==> src/rtl/cpu_bus_pkg.sv <==
// Shared SM83 bus types: T-phase encoding, latched bus command,
// open-bus default and the memory window offset helper.
package cpu_bus_pkg;

  typedef enum logic [2:0] {
    PH_IDLE = 3'd0,
    PH_T1   = 3'd1,
    PH_T2   = 3'd2,
    PH_T3   = 3'd3,
    PH_T4   = 3'd4
  } t_phase_e;

  typedef struct packed {
    logic [15:0] adr;
    logic        rd;
    logic        wr;
  } bus_cmd_t;

  localparam logic [7:0] OPEN_BUS_DEFAULT = 8'hff;

  // 17-bit so an address below base lands with bit 16 set (no wrap)
  function automatic logic [16:0] win_off(
    input logic [15:0] adr,
    input logic [15:0] base
  );
    return {1'b0, adr} - {1'b0, base};
  endfunction

endpackage

==> src/rtl/cpu_mem_responder_ram.sv <==
// Synchronous byte RAM for the SM83 memory responder:
// one registered read port, one write port.
module cpu_mem_responder_ram
  #(
    parameter int ADDR_W = 8
  )
  (
    input  logic              clk,
    input  logic              we,
    input  logic [ADDR_W-1:0] waddr,
    input  logic [7:0]        wdata,
    input  logic              re,
    input  logic [ADDR_W-1:0] raddr,
    output logic [7:0]        rdata
  );

  logic [7:0] mem [2**ADDR_W];

  always_ff @(posedge clk) begin
    if (we) begin
      mem[waddr] <= wdata;
    end
    if (re) begin
      rdata <= mem[raddr];
    end
  end

endmodule

==> src/rtl/cpu_mem_responder.sv <==
// SM83 memory-side responder: T-phase FSM, command latch, window decode.
// Optional bus protocol checker (output bus_err) under BUS_CHECK_EN.
module cpu_mem_responder
  import cpu_bus_pkg::*;
  #(
    parameter int          ADDR_W   = 8,
    parameter logic [15:0] BASE     = 16'hff80,
    parameter logic [7:0]  OPEN_BUS = OPEN_BUS_DEFAULT
  )
  (
    input  logic        clk,
    input  logic        nreset,
    input  logic        ce,
    input  logic        cpu_t1,
    input  logic [15:0] cpu_adr,
    input  logic        cpu_rd,
    input  logic        cpu_wr,
    input  logic [7:0]  cpu_dout,
    output logic [7:0]  cpu_din,
    output logic        rd_done,
    output logic        wr_done,
`ifdef BUS_CHECK_EN
    output logic        bus_err,
`endif
    output logic [15:0] last_adr
  );

  t_phase_e          phase;
  t_phase_e          phase_nx;
  bus_cmd_t          cmd;
  logic              hit;
  logic [ADDR_W-1:0] idx;
  logic [16:0]       off;
  logic              hit_c;
  logic              is_rd;
  logic              is_wr;
  logic              ph_t1;
  logic              ph_t2;
  logic              ph_t3;
  logic              ph_t4;
  logic              ram_re;
  logic              ram_we;
  logic [7:0]        ram_q;

  assign off   = win_off(cpu_adr, BASE);
  assign hit_c = (off >> ADDR_W) == 17'd0;

  // rd&&wr together is served as a read
  assign is_rd = cmd.rd;
  assign is_wr = cmd.wr & ~cmd.rd;

  assign ph_t1 = phase == PH_T1;
  assign ph_t2 = phase == PH_T2;
  assign ph_t3 = phase == PH_T3;
  assign ph_t4 = phase == PH_T4;

  assign ram_re = ce & ph_t1 & is_rd & ~cpu_t1;
  assign ram_we = ce & ph_t4 & is_wr & hit;

  assign last_adr = cmd.adr;

  always_comb begin
    phase_nx = phase;
    if (cpu_t1) begin
      phase_nx = PH_T1;
    end else begin
      unique case (1'b1)
        ph_t1:   phase_nx = PH_T2;
        ph_t2:   phase_nx = PH_T3;
        ph_t3:   phase_nx = PH_T4;
        ph_t4:   phase_nx = PH_IDLE;
        default: phase_nx = PH_IDLE;
      endcase
    end
  end

  always_ff @(posedge clk or negedge nreset) begin
    if (!nreset) begin
      phase   <= PH_IDLE;
      cmd     <= '0;
      hit     <= 1'b0;
      idx     <= '0;
      cpu_din <= OPEN_BUS;
      rd_done <= 1'b0;
      wr_done <= 1'b0;
    end else if (ce) begin
      phase   <= phase_nx;
      rd_done <= ph_t3 & is_rd & ~cpu_t1;
      wr_done <= ph_t4 & is_wr;
      if (cpu_t1) begin
        cmd <= '{adr: cpu_adr, rd: cpu_rd, wr: cpu_wr};
        hit <= hit_c;
        idx <= off[ADDR_W-1:0];
      end
      if (ph_t2 && is_rd && !cpu_t1) begin
        cpu_din <= hit ? ram_q : OPEN_BUS;
      end
    end
  end

  cpu_mem_responder_ram #(
    .ADDR_W (ADDR_W)
  ) u_ram (
    .clk   (clk),
    .we    (ram_we),
    .waddr (idx),
    .wdata (cpu_dout),
    .re    (ram_re),
    .raddr (idx),
    .rdata (ram_q)
  );

`ifdef BUS_CHECK_EN
  logic viol;

  always_comb begin
    viol = 1'b0;
    if (cpu_t1) begin
      viol = (cpu_rd & cpu_wr) | ph_t1 | ph_t2 | ph_t3;
    end else if (ph_t2 || ph_t3 || ph_t4) begin
      viol = (cpu_adr != cmd.adr)
           | (cpu_rd != cmd.rd)
           | (cpu_wr != cmd.wr);
    end
  end

  always_ff @(posedge clk or negedge nreset) begin
    if (!nreset) begin
      bus_err <= 1'b0;
    end else if (ce && viol) begin
      bus_err <= 1'b1;
    end
  end
`endif

endmodule
==> config.mk <==
export PLATFORM = sky130hd
export DESIGN_NAME = cpu_mem_responder
export DESIGN_NICKNAME = d
export VERILOG_FILES = /design/src/rtl/cpu_bus_pkg.sv /design/src/rtl/cpu_mem_responder_ram.sv /design/src/rtl/cpu_mem_responder.sv
export SDC_FILE = /design/constraint.sdc
export NUM_CORES = 2
export LEC_CHECK = 0
export CELL_PAD_IN_SITES_DETAIL_PLACEMENT = 0
export CELL_PAD_IN_SITES_GLOBAL_PLACEMENT = 1
export CORE_ASPECT_RATIO = 0.75
export CORE_MARGIN = 1.5
export CORE_UTILIZATION = 60
export CTS_CLUSTER_SIZE = 24
export DETAILED_ROUTE_END_ITERATION = 7
export GPL_TIMING_DRIVEN = 0
export PLACE_DENSITY = 0.93
export SYNTH_ARGS = -nofsm -noshare
export SYNTH_HDL_FRONTEND = slang
export SYNTH_SLANG_ARGS = --single-unit
==> constraint.sdc <==
create_clock -name clk -period 5.3 [get_ports clk]
set_clock_uncertainty 0.05 [all_clocks]
set_input_delay 1.06 -clock clk [delete_from_list [all_inputs] [get_ports clk]]
set_output_delay 1.06 -clock clk [all_outputs]
set_load 0.01 [all_outputs]
# Word level (Yosys, flattened, before mapping)
# Memories as Yosys holds them, arrays and structs flattened. A register that Yosys moved wholly into a read port is not among the register bits.
# Cells that the tools add are included.
# classes
n_reduce_logical,6
n_eq_ne,4
muxes,5
n_bitwise,12
addsub,1
# op_table
operator,n
logical NOT 17 bit,1
"subtractor 16 x 16 -> 17 bit, second input constant",1
AND 1 bit,10
case mux 3 bit (3 select lines),1
two-way mux 8 bit,1
"equality test 3 x 2 -> 1 bit, second input constant",2
AND reduction 2 bit,2
"equality test 3 x 1 -> 1 bit, second input constant",1
"equality test 3 bit, second input constant",1
two-way mux 3 bit,1
logical AND 1 bit,2
two-way mux 1 bit,2
NOT 1 bit,2
logical NOT 1 bit,1
# totals
ramBits,2048
regBits,40
out_inout_bits,26
in_bits,30
memories,1
# memory_table
name,depth,word_bits,read_ports,rd_ports_with_merged_regs,write_ports,line,source
u_ram.mem,256,8,1,1,1,cpu_mem_responder_ram.sv:17,logic [7:0] mem [2**ADDR_W];

# Longest topological paths before layout
# logic_depth
ltp_word,6
ltp_mapped,9
ltp_nobuf,5

# Hierarchy
# A second synthesis with hierarchy kept.
# hier_totals
hier_cells,3849
area_unflattened_um2,81152.8
# by_module_without_submodules
mod,area_each_um2,n_inst,cells_each
cpu_mem_responder_ram,79636.4,1,3733
cpu_mem_responder,1516.5,1,116

# Worst setup path before layout
# OpenSTA, ideal clock, no wires.
# synth_path
kind,input-to-reg
from,in ce
to,"mem u_ram.mem[112][0], enable pin"
path_buffers,1
slack_ns,2.391
required_time_ns,4.880
setup_time_ns,0.370
arrival_ns,2.489
cell_stages,6
cell_sequence,nor2b_1 > nand3_1 > nor3_1 > nand2_1 > clkbuf_1 > nor2_1
# synth_between
elab_chain_cells,5
# synth_rtl
element,line,source
from (decl),cpu_mem_responder.sv:13,"input logic ce,"
AND 1 bit (3 in series),cpu_mem_responder.sv:58,assign ram_we = ce & ph_t4 & is_wr & hit;
two-way mux 1 bit,cpu_mem_responder_ram.sv:20,if (we) begin
two-way mux 1 bit (implied by the code),cpu_mem_responder_ram.sv:21,mem[waddr] <= wdata;
to (decl),cpu_mem_responder_ram.sv:17,
# Every way passes these cells.

# Worst setup path in the final report
# layout_path
from,reg phase[0]
to,"mem u_ram.mem[140][3], enable pin"
# layout_between
elab_chain_cells,6
# layout_rtl
element,line,source
from (decl),cpu_mem_responder.sv:28,t_phase_e phase;
from (signal assigned),cpu_mem_responder.sv:87,phase <= phase_nx;
equality test 3 bit,cpu_mem_responder.sv:55,assign ph_t4 = phase == PH_T4;
AND 1 bit (3 in series),cpu_mem_responder.sv:58,
two-way mux 1 bit,cpu_mem_responder_ram.sv:20,
two-way mux 1 bit (implied by the code),cpu_mem_responder_ram.sv:21,
# Every way passes these cells.

==> impl_metrics.sql <==
INSERT INTO impl_metrics (metric_group, metric, value, unit) VALUES
('critical_path', 'crit_cells', '7', ''),
('clocking', 'postCtsSetupBuffers', '0', ''),
('critical_path', 'slowest_cp_cell', 'sky130_fd_sc_hd__nor2_1', ''),
('route', 'drt.antenna.violating_nets', '0', ''),
('clocking', 'tritoncts.num_buffers', '179', ''),
('route', 'drc_errors', '0', ''),
('synthesis', 'post_synth_inst_count', '3659', ''),
('critical_path', 'critPathArrivalTime', '6.02', 'ns'),
('sta', 'finalWorstSetupSlack', '-0.306', 'ns'),
('cells_and_area', 'num-nets-final', '3934', ''),
('route', 'first_pass_iters', '8', ''),
('pwr', 'share_seq_of_total_power', '50.9', '%'),
('global_routing', 'grt_first_pass_wirelength', '321000', 'µm'),
('synthesis', 'post_synth_top_cells', '2,056 x sky130_fd_sc_hd__edfxtp_1, 512 x sky130_fd_sc_hd__mux4_2, 264 x sky130_fd_sc_hd__nor2_1, 256 x sky130_fd_sc_hd__a22oi_1, 157 x sky130_fd_sc_hd__clkbuf_1', ''),
('floorplan', 'die_area', '0.135', 'mm²'),
('floorplan', 'ioPinCount', '56', ''),
('route', 'avgRoutedWirePerCell', '39.8', 'µm'),
('synthesis', 'synth.net_count', '3690', ''),
('place', 'preCtsSetupSlack', '-0.522', 'ns'),
('sta', 'drv_slew', '0', ''),
('synthesis', 'synthTopCellsByArea', 'sky130_fd_sc_hd__edfxtp_1 77%, sky130_fd_sc_hd__mux4_2 14%, sky130_fd_sc_hd__a22oi_1 2.4%, sky130_fd_sc_hd__nor2_1 1.2%, sky130_fd_sc_hd__a21oi_1 0.81%', ''),
('critical_path', 'kind_of_critical_path', 'reg2reg', ''),
('place', 'finalWeightedCongestion', '1.01', ''),
('route', 'totalWireLength', '232000', 'µm'),
('sta', 'max_freq', '0.178', 'GHz'),
('synthesis', 'ys_types', '31', ''),
('clocking', 'cts.sink_count', '2089', ''),
('sta', 'fin_hold_ws', '0.330', 'ns'),
('place', 'place.detailed.hpwl', '137000', 'µm'),
('cells_and_area', 'share_of_cells_above_drive_strength_1', '24.4', '%'),
('clocking', 'insertion_delay', '0.83', 'ns'),
('sta', 'grt_setup_unrepaired', 'yes', ''),
('pwr', 'power.clock.fraction', '37.2', '%'),
('clocking', 'cell_at_the_root_of_the_clock_tree', 'sky130_fd_sc_hd__clkbuf_16', ''),
('synthesis', 'dominantRegCellSynth', 'sky130_fd_sc_hd__edfxtp_1', ''),
('route', 'viasPerCell', '7.43', ''),
('clocking', 'clk_transition_reported_paths', '0.07', 'ns'),
('synthesis', 'post-synth-top-area-fraction', '77.3', '%'),
('critical_path', 'rr_worst_depth', '7', ''),
('floorplan', 'initial_core_util', '60.7', '%'),
('synthesis', 'syn_area', '0.0799', 'mm²'),
('outcome', 'failed_checks', 'negative setup slack', ''),
('global_routing', 'global_route.usage.total', '34.6', '%'),
('critical_path', 'worstPathCellList', 'clkbuf_1 -> nor4bb_1 -> nand3_1 -> nor3_1 -> nand2_1 -> clkbuf_2 -> nor2_1', ''),
('global_routing', 'grt_antenna_before_repair', '18', ''),
('sta', 'worst_slew_margin_rel', '11.8', '%'),
('critical_path', 'worst-endpoint-required', '5.71', 'ns'),
('synthesis', 'ys_ff_latch', '2089', ''),
('pwr', 'total_switching_power', '8.95', 'mW'),
('pwr', 'leakagePower', '26.9', 'nW'),
('route', 'route.vias.total', '43256', ''),
('synthesis', 'number_of_flops_mapped_to_enable_cells_by_yosys', '2056', ''),
('critical_path', 'end_kind', 'flop', ''),
('flow_run', 'cap_viol_max_count', '0', ''),
('floorplan', 'fp.dieH', '319', 'µm'),
('floorplan', 'die_x', '424', 'µm'),
('pwr', 'finalPower', '35.8', 'mW'),
('sta', 'hold_violations', '0', ''),
('clocking', 'clock_tree_from_tritoncts', 'yes', ''),
('pwr', 'p_int', '26.9', 'mW'),
('place', 'port_buffers', '55', ''),
('outcome', 'status', 'finished with violations', ''),
('synthesis', 'yosysSeqAreaShare', '78.4', '%'),
('sta', 'finalSetupViolations', '675', ''),
('clocking', 'cts_max_level', '4', ''),
('critical_path', 'critical_path.max_fanout', '10', ''),
('pwr', 'switching_fraction', '25.0', '%'),
('floorplan', 'fp.coreArea', '0.132', 'mm²'),
('sta', 'final_min_period_over_clock_period', '106', '%'),
('route', 'detailedRoute.firstIterationViolations', '8569', ''),
('pwr', 'power-per-cell-area', '403', 'mW/mm²');
-- sequential cells by signal (all words and copies together), names as in the netlist, 3 cells and up --
signal and count:
u_ram.mem 2048, last_adr 16, cpu_din 8, u_ram.rdata 8
phase 3
-- metal layers --
metal  global-route usage, %  part of all wire [%]  vias to the layer above
li1                        -                     -                    15934
met1                    45.4                    32                    22029
met2                    49.7                    45                     4522
met3                    15.9                    18                      737
met4                    16.3                   5.3                       34
met5                       0                  0.11                        -
-- final timing paths --
| kind | start | to | slack (ns) |
|---|---|---|---|
| min in group clk | cpu_din[6]$_DFFE_PN1P_ | cpu_din[6]$_DFFE_PN1P_ | 0.43 |
| min reg2reg | cpu_din[6]$_DFFE_PN1P_ | cpu_din[6]$_DFFE_PN1P_ | 0.43 |
| min | nreset | last_adr[12]$_DFFE_PN0P_ | 0.33 |
| max | phase[0]$_DFFE_PN0P_ | u_ram.mem[140][3]$_DFFE_PP_ | -0.31 |
| max reg2reg | phase[0]$_DFFE_PN0P_ | u_ram.mem[140][3]$_DFFE_PP_ | -0.31 |
| max in group asynchronous | nreset | last_adr[6]$_DFFE_PN0P_ | 4.22 |
-- power by group through the flow --
| stage | clock [mW] | sequential, mW | combinational [mW] |
|---|---|---|---|
| finish | 13.3 | 18.3 | 4.27 |
| global route | 13.8 | 18.3 | 4.31 |
| CTS | 13.2 | 18.3 | 4.09 |
| detailed placement | 0 | 18.6 | 3.98 |
| global placement | 0 | 18.8 | 3.85 |
| floorplan | 0 | 18.6 | 2.26 |
-- worst register-to-register path, stage by stage, from the launching register on --
cell and delay, ns:
sky130_fd_sc_hd__dfrtp_1 0.37, sky130_fd_sc_hd__clkbuf_1 0.19, sky130_fd_sc_hd__nor4bb_1 0.90, sky130_fd_sc_hd__nand3_1 0.54, sky130_fd_sc_hd__nor3_1 0.56, sky130_fd_sc_hd__nand2_1 0.81
sky130_fd_sc_hd__clkbuf_2 0.87, sky130_fd_sc_hd__nor2_1 0.95
-- repair_timing --
| item | CTS | global route |
|---|---|---|
| endpoints found under the hold margin | 0 | 0 |
| resized for setup | 25 | 72 |
| hold buffers | 0 | 0 |
| endpoints found under the setup margin | 302 | 684 |
-- logic make-up after synthesis --
logic type	synth area share [%]
AO/OA/AOI/OAI	3.67
adder cells (fa/ha/maj)	0.0157
multiplexers	14.7
buffers and inverters	1.45
AND/OR/NAND/NOR	1.80
flip-flops	78.4
-- placed cells by master, fill, tap and decap left out, types with 11 or more instances in the layout --
cell,count
sky130_fd_sc_hd__edfxtp_1,2056
sky130_fd_sc_hd__mux4_2,512
sky130_fd_sc_hd__a22oi_1,256
sky130_fd_sc_hd__clkbuf_1,182
sky130_fd_sc_hd__nor2_1,179
sky130_fd_sc_hd__clkbuf_16,179
sky130_fd_sc_hd__a21oi_1,130
sky130_fd_sc_hd__nor2_2,85
sky130_fd_sc_hd__clkdlybuf4s50_1,46
sky130_fd_sc_hd__buf_2,45
sky130_fd_sc_hd__nand2_1,41
sky130_fd_sc_hd__clkinv_1,38
sky130_fd_sc_hd__o41ai_1,32
sky130_fd_sc_hd__buf_4,28
sky130_fd_sc_hd__clkinv_2,26
sky130_fd_sc_hd__dfrtp_1,25
sky130_fd_sc_hd__mux2_2,18
sky130_fd_sc_hd__bufinv_16,18
sky130_fd_sc_hd__clkbuf_2,16
sky130_fd_sc_hd__nor2b_1,15
sky130_fd_sc_hd__buf_1,15
sky130_fd_sc_hd__nand4_1,12
sky130_fd_sc_hd__diode_2,11
sky130_fd_sc_hd__o21ai_0,11
-- area by class of cell --
cell class,count,area (µm²)
multi-input combinational,1318,16300
inverter,5,18.8
timing repair buffer,63,806
clock inverter,106,1120
sequential,2089,62600
clock buffer,225,4650
fill,7588,42800
buffer,247,1170
antenna,11,27.5
tap,1755,2200
-- stage by stage --
stage	instances	TNS [ns]	cell area (µm²)	util, %
2_1_floorplan	3659	0	79900	-
3_3_place_gp	5469	-8909.70	82600	62.7
3_5_place_dp	5477	-345.03	82900	62.9
4_1_cts	5808	-1.48	88700	67.4
5_1_grt	5808	-2.56	88900	67.5
6_report	5819	-49.78	88900	67.5
Power figures use the tool's default switching activity.
